File: config.mk
export PLATFORM = sky130hd
export DESIGN_NAME = prog_loader_flat
export DESIGN_NICKNAME = d
export VERILOG_FILES = /design/src/rtl/prog_loader_if.sv /design/src/rtl/prog_loader.sv /design/src/flat_wrapper.sv
export SDC_FILE = /design/constraint.sdc
export NUM_CORES = 1
export LEC_CHECK = 0
export ABC_CLOCK_PERIOD_IN_PS = 3600
export BUFFER_PORTS_ARGS = -buffer_cell sky130_fd_sc_hd__buf_2
export CORE_MARGIN = 10
export CORE_UTILIZATION = 57
export DETAILED_ROUTE_END_ITERATION = 10
export PLACE_DENSITY = 0.8
export SETUP_SLACK_MARGIN = 0.1
export SLEW_MARGIN = 20
export SYNTH_ARGS = -nofsm -noshare
export SYNTH_HDL_FRONTEND = slang
export SYNTH_SLANG_ARGS = --single-unit
File: constraint.sdc
create_clock -name clk -period 3.6 [get_ports clk]
set_input_delay 0.72 -clock clk [delete_from_list [all_inputs] [get_ports clk]]
set_output_delay 0.72 -clock clk [all_outputs]
set_load 0.02 [all_outputs]
File: src/rtl/prog_loader_if.sv
// Bus bundle for prog_loader: UART byte receive, UART byte transmit and
// instruction-memory write port. master = loader side, slave = environment.
interface prog_loader_if #(
    parameter int ADDR_W = 15
);
    logic [7:0]        rx_data;
    logic              rx_ready;
    logic              rx_ferr;
    logic              tx_start;
    logic [7:0]        tx_data;
    logic              tx_busy;
    logic              im_we;
    logic [ADDR_W-1:0] im_addr;
    logic [31:0]       im_wdata;

    modport master (
        input  rx_data, rx_ready, rx_ferr, tx_busy,
        output tx_start, tx_data, im_we, im_addr, im_wdata
    );

    modport slave (
        output rx_data, rx_ready, rx_ferr, tx_busy,
        input  tx_start, tx_data, im_we, im_addr, im_wdata
    );
endinterface

File: src/rtl/prog_loader.sv
// prog_loader: receives a big-endian word count followed by that many
// big-endian 32-bit words over a UART byte stream, writes them into the
// instruction memory, then answers 0xAA (success) or 0x55 (failure).
// Optional trailing XOR checksum byte: define PROG_LOADER_CHECKSUM_EN.
//
// state   | meaning
// IDLE    | waiting for start, incoming bytes ignored
// HDR     | assembling the 4-byte word count
// DATA    | assembling words, one memory write per 4 bytes
// CKSUM   | waiting for the XOR checksum byte (checksum builds only)
// ACK     | waiting for transmitter idle to send 0xAA
// WAIT_TX | letting the 0xAA byte drain
// DONE    | load succeeded, terminal until reset
// ERR     | send 0x55, drain it, then flag err; terminal until reset
module prog_loader #(
    parameter int ADDR_W = 15
) (
    input  logic          clk,
    input  logic          rstn,
    input  logic          start,
    prog_loader_if.master bus,
    output logic          done,
    output logic          err,
    output logic [31:0]   word_cnt
);

    typedef enum logic [2:0] {
        IDLE, HDR, DATA, CKSUM, ACK, WAIT_TX, DONE, ERR
    } state_t;

`ifdef PROG_LOADER_CHECKSUM_EN
    localparam state_t LOAD_END = CKSUM;
`else
    localparam state_t LOAD_END = ACK;
`endif

    // Largest accepted word count is the full memory depth.
    localparam logic [32:0] DEPTH = 33'd1 << ADDR_W;

    // ERR sub-phases: send the 0x55 byte, let it drain, then hold err.
    localparam logic [1:0] EPH_SEND  = 2'd0;
    localparam logic [1:0] EPH_DRAIN = 2'd1;
    localparam logic [1:0] EPH_HOLD  = 2'd2;

    state_t            state, state_nx;
    logic [1:0]        err_ph, err_ph_nx;
    logic [1:0]        byte_idx, byte_idx_nx;
    logic [23:0]       shift, shift_nx;
    logic [31:0]       n_words, n_words_nx;
    logic [31:0]       word_cnt_r, word_cnt_nx;
    logic              im_we_r, im_we_nx;
    logic [ADDR_W-1:0] im_addr_r, im_addr_nx;
    logic [31:0]       im_wdata_r, im_wdata_nx;
    logic              tx_start_r, tx_start_nx;
    logic [7:0]        tx_data_r, tx_data_nx;
    logic [31:0]       assembled;
    logic [31:0]       word_cnt_inc;
`ifdef PROG_LOADER_CHECKSUM_EN
    logic [7:0]        csum, csum_nx;
`endif

    assign assembled    = {shift, bus.rx_data};
    assign word_cnt_inc = word_cnt_r + 32'd1;

    // Next-state and next-output decode for the whole loader.
    always_comb begin
        state_nx    = state;
        err_ph_nx   = err_ph;
        byte_idx_nx = byte_idx;
        shift_nx    = shift;
        n_words_nx  = n_words;
        word_cnt_nx = word_cnt_r;
        im_we_nx    = 1'b0;
        im_addr_nx  = im_addr_r;
        im_wdata_nx = im_wdata_r;
        tx_start_nx = 1'b0;
        tx_data_nx  = tx_data_r;
`ifdef PROG_LOADER_CHECKSUM_EN
        csum_nx     = csum;
`endif
        case (state)
            IDLE: begin
                if (start) begin
                    state_nx    = HDR;
                    byte_idx_nx = 2'd0;
                end
            end
            HDR: begin
                if (bus.rx_ready) begin
                    if (bus.rx_ferr) begin
                        state_nx  = ERR;
                        err_ph_nx = EPH_SEND;
                    end else begin
                        byte_idx_nx = byte_idx + 2'd1;
                        shift_nx    = {shift[15:0], bus.rx_data};
                        if (byte_idx == 2'd3) begin
                            n_words_nx = assembled;
                            if (assembled == 32'd0) begin
                                state_nx = LOAD_END;
                            end else if ({1'b0, assembled} > DEPTH) begin
                                state_nx  = ERR;
                                err_ph_nx = EPH_SEND;
                            end else begin
                                state_nx = DATA;
                            end
                        end
                    end
                end
            end
            DATA: begin
                if (bus.rx_ready) begin
                    if (bus.rx_ferr) begin
                        state_nx  = ERR;
                        err_ph_nx = EPH_SEND;
                    end else begin
                        byte_idx_nx = byte_idx + 2'd1;
                        shift_nx    = {shift[15:0], bus.rx_data};
`ifdef PROG_LOADER_CHECKSUM_EN
                        csum_nx     = csum ^ bus.rx_data;
`endif
                        if (byte_idx == 2'd3) begin
                            im_we_nx    = 1'b1;
                            im_addr_nx  = word_cnt_r[ADDR_W-1:0];
                            im_wdata_nx = assembled;
                            word_cnt_nx = word_cnt_inc;
                            if (word_cnt_inc == n_words) begin
                                state_nx = LOAD_END;
                            end
                        end
                    end
                end
            end
            CKSUM: begin
`ifdef PROG_LOADER_CHECKSUM_EN
                if (bus.rx_ready) begin
                    if (bus.rx_ferr || (bus.rx_data != csum)) begin
                        state_nx  = ERR;
                        err_ph_nx = EPH_SEND;
                    end else begin
                        state_nx = ACK;
                    end
                end
`else
                state_nx  = ERR;
                err_ph_nx = EPH_SEND;
`endif
            end
            ACK: begin
                if (!bus.tx_busy) begin
                    tx_start_nx = 1'b1;
                    tx_data_nx  = 8'hAA;
                    state_nx    = WAIT_TX;
                end
            end
            WAIT_TX: begin
                // tx_start is high only in the first WAIT_TX cycle, which
                // gives the transmitter one cycle to raise tx_busy.
                if (!tx_start_r && !bus.tx_busy) begin
                    state_nx = DONE;
                end
            end
            DONE: begin
            end
            ERR: begin
                case (err_ph)
                    EPH_SEND: begin
                        if (!bus.tx_busy) begin
                            tx_start_nx = 1'b1;
                            tx_data_nx  = 8'h55;
                            err_ph_nx   = EPH_DRAIN;
                        end
                    end
                    EPH_DRAIN: begin
                        if (!tx_start_r && !bus.tx_busy) begin
                            err_ph_nx = EPH_HOLD;
                        end
                    end
                    default: begin
                    end
                endcase
            end
            default: begin
                state_nx = IDLE;
            end
        endcase
    end

    // State and datapath registers with synchronous active-low reset.
    always_ff @(posedge clk) begin
        if (!rstn) begin
            state      <= IDLE;
            err_ph     <= EPH_SEND;
            byte_idx   <= 2'd0;
            shift      <= '0;
            n_words    <= '0;
            word_cnt_r <= '0;
            im_we_r    <= 1'b0;
            im_addr_r  <= '0;
            im_wdata_r <= '0;
            tx_start_r <= 1'b0;
            tx_data_r  <= 8'h00;
`ifdef PROG_LOADER_CHECKSUM_EN
            csum       <= 8'h00;
`endif
        end else begin
            state      <= state_nx;
            err_ph     <= err_ph_nx;
            byte_idx   <= byte_idx_nx;
            shift      <= shift_nx;
            n_words    <= n_words_nx;
            word_cnt_r <= word_cnt_nx;
            im_we_r    <= im_we_nx;
            im_addr_r  <= im_addr_nx;
            im_wdata_r <= im_wdata_nx;
            tx_start_r <= tx_start_nx;
            tx_data_r  <= tx_data_nx;
`ifdef PROG_LOADER_CHECKSUM_EN
            csum       <= csum_nx;
`endif
        end
    end

    assign bus.im_we    = im_we_r;
    assign bus.im_addr  = im_addr_r;
    assign bus.im_wdata = im_wdata_r;
    assign bus.tx_start = tx_start_r;
    assign bus.tx_data  = tx_data_r;
    assign word_cnt     = word_cnt_r;
    assign done         = (state == DONE);
    assign err          = (state == ERR) && (err_ph == EPH_HOLD);

endmodule

File: src/flat_wrapper.sv
// flat-port wrapper written by rule: the top's interface ports become plain ports
module prog_loader_flat 
#(
    parameter int ADDR_W = 15
)
  (clk, rstn, start, done, err, word_cnt, bus_rx_data, bus_rx_ready, bus_rx_ferr, bus_tx_busy, bus_tx_start, bus_tx_data, bus_im_we, bus_im_addr, bus_im_wdata);
  prog_loader_if #(.ADDR_W(ADDR_W)) bus_i ();
  input  logic clk;
  input  logic rstn;
  input  logic start;
  output logic done;
  output logic err;
  output logic [31:0] word_cnt;
  input wire logic [$bits(bus_i.rx_data)-1:0] bus_rx_data;
  input wire logic [$bits(bus_i.rx_ready)-1:0] bus_rx_ready;
  input wire logic [$bits(bus_i.rx_ferr)-1:0] bus_rx_ferr;
  input wire logic [$bits(bus_i.tx_busy)-1:0] bus_tx_busy;
  output wire logic [$bits(bus_i.tx_start)-1:0] bus_tx_start;
  output wire logic [$bits(bus_i.tx_data)-1:0] bus_tx_data;
  output wire logic [$bits(bus_i.im_we)-1:0] bus_im_we;
  output wire logic [$bits(bus_i.im_addr)-1:0] bus_im_addr;
  output wire logic [$bits(bus_i.im_wdata)-1:0] bus_im_wdata;
  assign bus_i.rx_data = bus_rx_data;
  assign bus_i.rx_ready = bus_rx_ready;
  assign bus_i.rx_ferr = bus_rx_ferr;
  assign bus_i.tx_busy = bus_tx_busy;
  assign bus_tx_start = bus_i.tx_start;
  assign bus_tx_data = bus_i.tx_data;
  assign bus_im_we = bus_i.im_we;
  assign bus_im_addr = bus_i.im_addr;
  assign bus_im_wdata = bus_i.im_wdata;
  prog_loader #(.ADDR_W(ADDR_W)) u_core (.clk(clk), .rstn(rstn), .start(start), .bus(bus_i), .done(done), .err(err), .word_cnt(word_cnt));
endmodule
==> run summary <==
clock latency on the worst-skew pair = 0.43 ns
minimum clock period = 3.30 ns
fmax = 303 MHz
DR vias = 6,321
crit start category = flip-flop
Synth Area in Simple Gates = 0.254
DR iter-0 viols = 546
register area = 2930 um^2
Logic pwr share = 0.085
share of cells above drive strength 1 = 0.196
diodes inserted = 0
Final period util = 0.916
Slew headroom = 0.612
Yosys cell types = 57
P per Cell Area = 483 nW/um^2
Final WS setup = 0.303 ns
Post-Synth Adder-Cell Area = 0.00363
Max clock buf depth = 2
num ports = 105
# setup viols final = 0
die area = 16,900 um^2
placed cell area = 7600 um^2
sequential fraction of the synthesis area = 0.424
TritonRoute pass-1 iters = 5
Detail Placement HPWL = 13,600 um
initial antenna violation count = 0
clk root buf = clkbuf_16
Hold Fails Final Rpt = 0
Synth Area in Compound Gates = 0.108
GRT Residual Overflow = 0
syn_nets = 851
Total Routing Usage GR = 0.230
ys flop type = dfxtp_1
Sw Ratio = 0.245
YS warnings = 0
Tightest Pin Transition = 0.576 ns
clock share of power = 0.489
die width = 130 um
Layout area overhead = 19.9%
largest net degree at the start of global routing = 69
main combinational cell family by area after synthesis = simple AND/OR/NAND/NOR gates
worst-path cell chain = ha_1, nand4_1, or4_4, or4_1, a21o_1, or4_4, nor4_4, a21oi_2, or3b_1, a21oi_1
multi-input logic area = 3670 um^2
Critical Path AT = 3.65 ns
CTS clk-pin slew, worst paths = 0.06 ns
routed wire length = 19,300 um
Routed Antenna Nets = 0
CP required = 3.95 ns
sw power = 980 uW
DRC viols = 0
worst slack, placed = 0.285 ns
Seq pwr share = 0.426
EDFF count, synth = 0
Crit. End Element = flip-flop
status = completed
maximum VDD drop = 0.384 mV
Critical Path Max Stage Delay = 0.51 ns
Initial Utilization = 0.579
Final Max Slew Viols = 0
vias in the first global route = 6,007
hold_buf cts = 0
Worst path most repeated cell = or4_4
Mapped Area = 6900 um^2
flops & latches, synth = 146
cell count after synthesis = 835
xor-xnor portion of the synthesized cell area = 0.0787
dpl cells = 1,054
fin nets = 943
die height = 130 um
mean post-synth cell area = 8.26 um^2
global-route wire length before repair = 30,900 um
Core Box Area = 11,900 um^2
Row Count = 40
IO Port Bufs = 104
CTS tree = yes
detailed-route wire length per cell = 17.8 um
Max-Cap Viols = 0
CTS Buf Count = 17
post-route cell area = 8270 um^2
leakage = 0.00334 uW
kind of critical path = flip-flop to flip-flop
critical path peak fanout = 9
Via density = 5.82
CP max-delay cell = or4_4
HP Class = flip-flop to flip-flop
Filler Cells Inserted = 983
setup TNS = 0 ns
clock sink count = 146
RSZ-0062 raised after global routing = no
internal power = 3020 uW
Setup Skew = 0.00822 ns
post-synthesis mux area share = 0.0858
Final Wtd Congestion = 0.944
final cell count without fillers = 1,087
htree depth = 4
async set-reset flop share out of synthesis = 0
[worst max-delay path: cells and delay by family (launching register included)]
family	cells	cell delay, ns
AO/OA/AOI/OAI	3	0.44
adder cells (fa/ha/maj)	1	0.17
flip-flops	1	0.39
AND/OR/NAND/NOR	6	2.24
[stage by stage]
stage / power (uW) / hold slack, ns / util
after global routing: 4120 / 0.473 / 0.694
after global placement: 2060 / 0.439 / 0.638
after CTS: 3990 / 0.452 / 0.693
after floorplan: 1990 / 0.456 / -
after detailed placement: 2060 / 0.445 / 0.638
final: 4000 / 0.449 / 0.694
[cell families (layout without fill, tap and decap cells)]
kind of cell,count (synthesis),count (layout)
AND/OR/NAND/NOR,370,370
XOR/XNOR,62,62
adder cells (fa/ha/maj),2,2
flip-flops,146,146
AO/OA/AOI/OAI,121,121
multiplexers,59,59
buffers and inverters,75,180
[power groups by stage]
stage          combinational, uW  sequential (uW)  clock [uW]
3_5_place_dp                 321             1740           0
2_1_floorplan                281             1710           0
4_1_cts                      324             1700        1960
5_1_grt                      368             1710        2040
6_report                     340             1700        1950
3_3_place_gp                 318             1740           0
[cells in the final DEF (no fill, tap or decap), drive strengths merged, types with 4 or more instances in the layout]
| cell type | instances |
|---|---|
| a2111oi | 4 |
| a21oi | 66 |
| xnor2 | 42 |
| nand3 | 21 |
| o311ai | 4 |
| dfxtp | 146 |
| nor2b | 8 |
| nor4 | 20 |
| o31a | 5 |
| a211oi | 4 |
| nor3 | 16 |
| or4 | 7 |
| bufinv | 4 |
| or3 | 8 |
| nor3b | 4 |
| inv | 15 |
| nor2 | 110 |
| and2 | 10 |
| xor2 | 20 |
| and3 | 6 |
| nand2 | 123 |
| mux2i | 58 |
| buf | 138 |
| o31ai | 4 |
| and4 | 6 |
| nand4 | 18 |
| clkbuf | 20 |
| o21ai | 12 |
[worst paths after layout]
| check | slack [ns] | endpoint | startpoint | depth (start not counted) |
|---|---|---|---|---|
| setup / recovery | 0.30 | u_core.state[0] | u_core.word_cnt[1] | 10 |
| hold reg to reg | 0.45 | u_core.bus.im_addr[0] | u_core.bus.im_addr[0] | 2 |
| hold / removal | 0.45 | u_core.bus.im_addr[0] | u_core.bus.im_addr[0] | 2 |
| setup reg to reg | 0.30 | u_core.state[0] | u_core.word_cnt[1] | 10 |
[cell type report]
cell class                 instances  area share
clock buffer                      20      0.0564
clock inverter                    12      0.0230
inverter                          10     0.00484
multi-input combinational        614       0.444
sequential                       146       0.354
tap                              147      0.0222
timing repair buffer             138      0.0953
[per-layer routing]
layer	vias up	routed length, um	track usage
met4	0	375	0.0860
met2	207	9110	0.370
li1	3067	-	-
met3	35	1320	0.0556
met1	3012	8500	0.293
met5	-	0	0
[synthesized netlist by cell type (11+ instances only)]
cell      count  area, um^2
clkbuf_1     41         154
dfxtp_1     146        2920
xnor2_1      42         368
nand2_1     123         462
nor4_1       19         119
nor3_1       16        80.1
nand4_1      17         106
nor2_1      110         413
o21ai_0      11        55.1
nand3_1      21         105
xor2_1       20         175
mux2i_1      58         581
a21oi_1      65         325
[what timing repair did]
action,in CTS,in global routing
setup endpoints to repair,0,1
gates resized for setup,0,4
setup buffers,0,1
[state kept, by name, summed over array words and instances, names as in the netlist]
register             count
u_core.word_cnt         32
u_core.bus.tx_data       2
u_core.bus.tx_start      1
u_core.err_ph            2
u_core.shift            24
u_core.bus.im_addr      15
u_core.bus.im_wdata     32
u_core.byte_idx          2
u_core.bus.im_we         1
u_core.state             3
u_core.n_words          32
No activity file was read; power rests on OpenSTA's default activity.
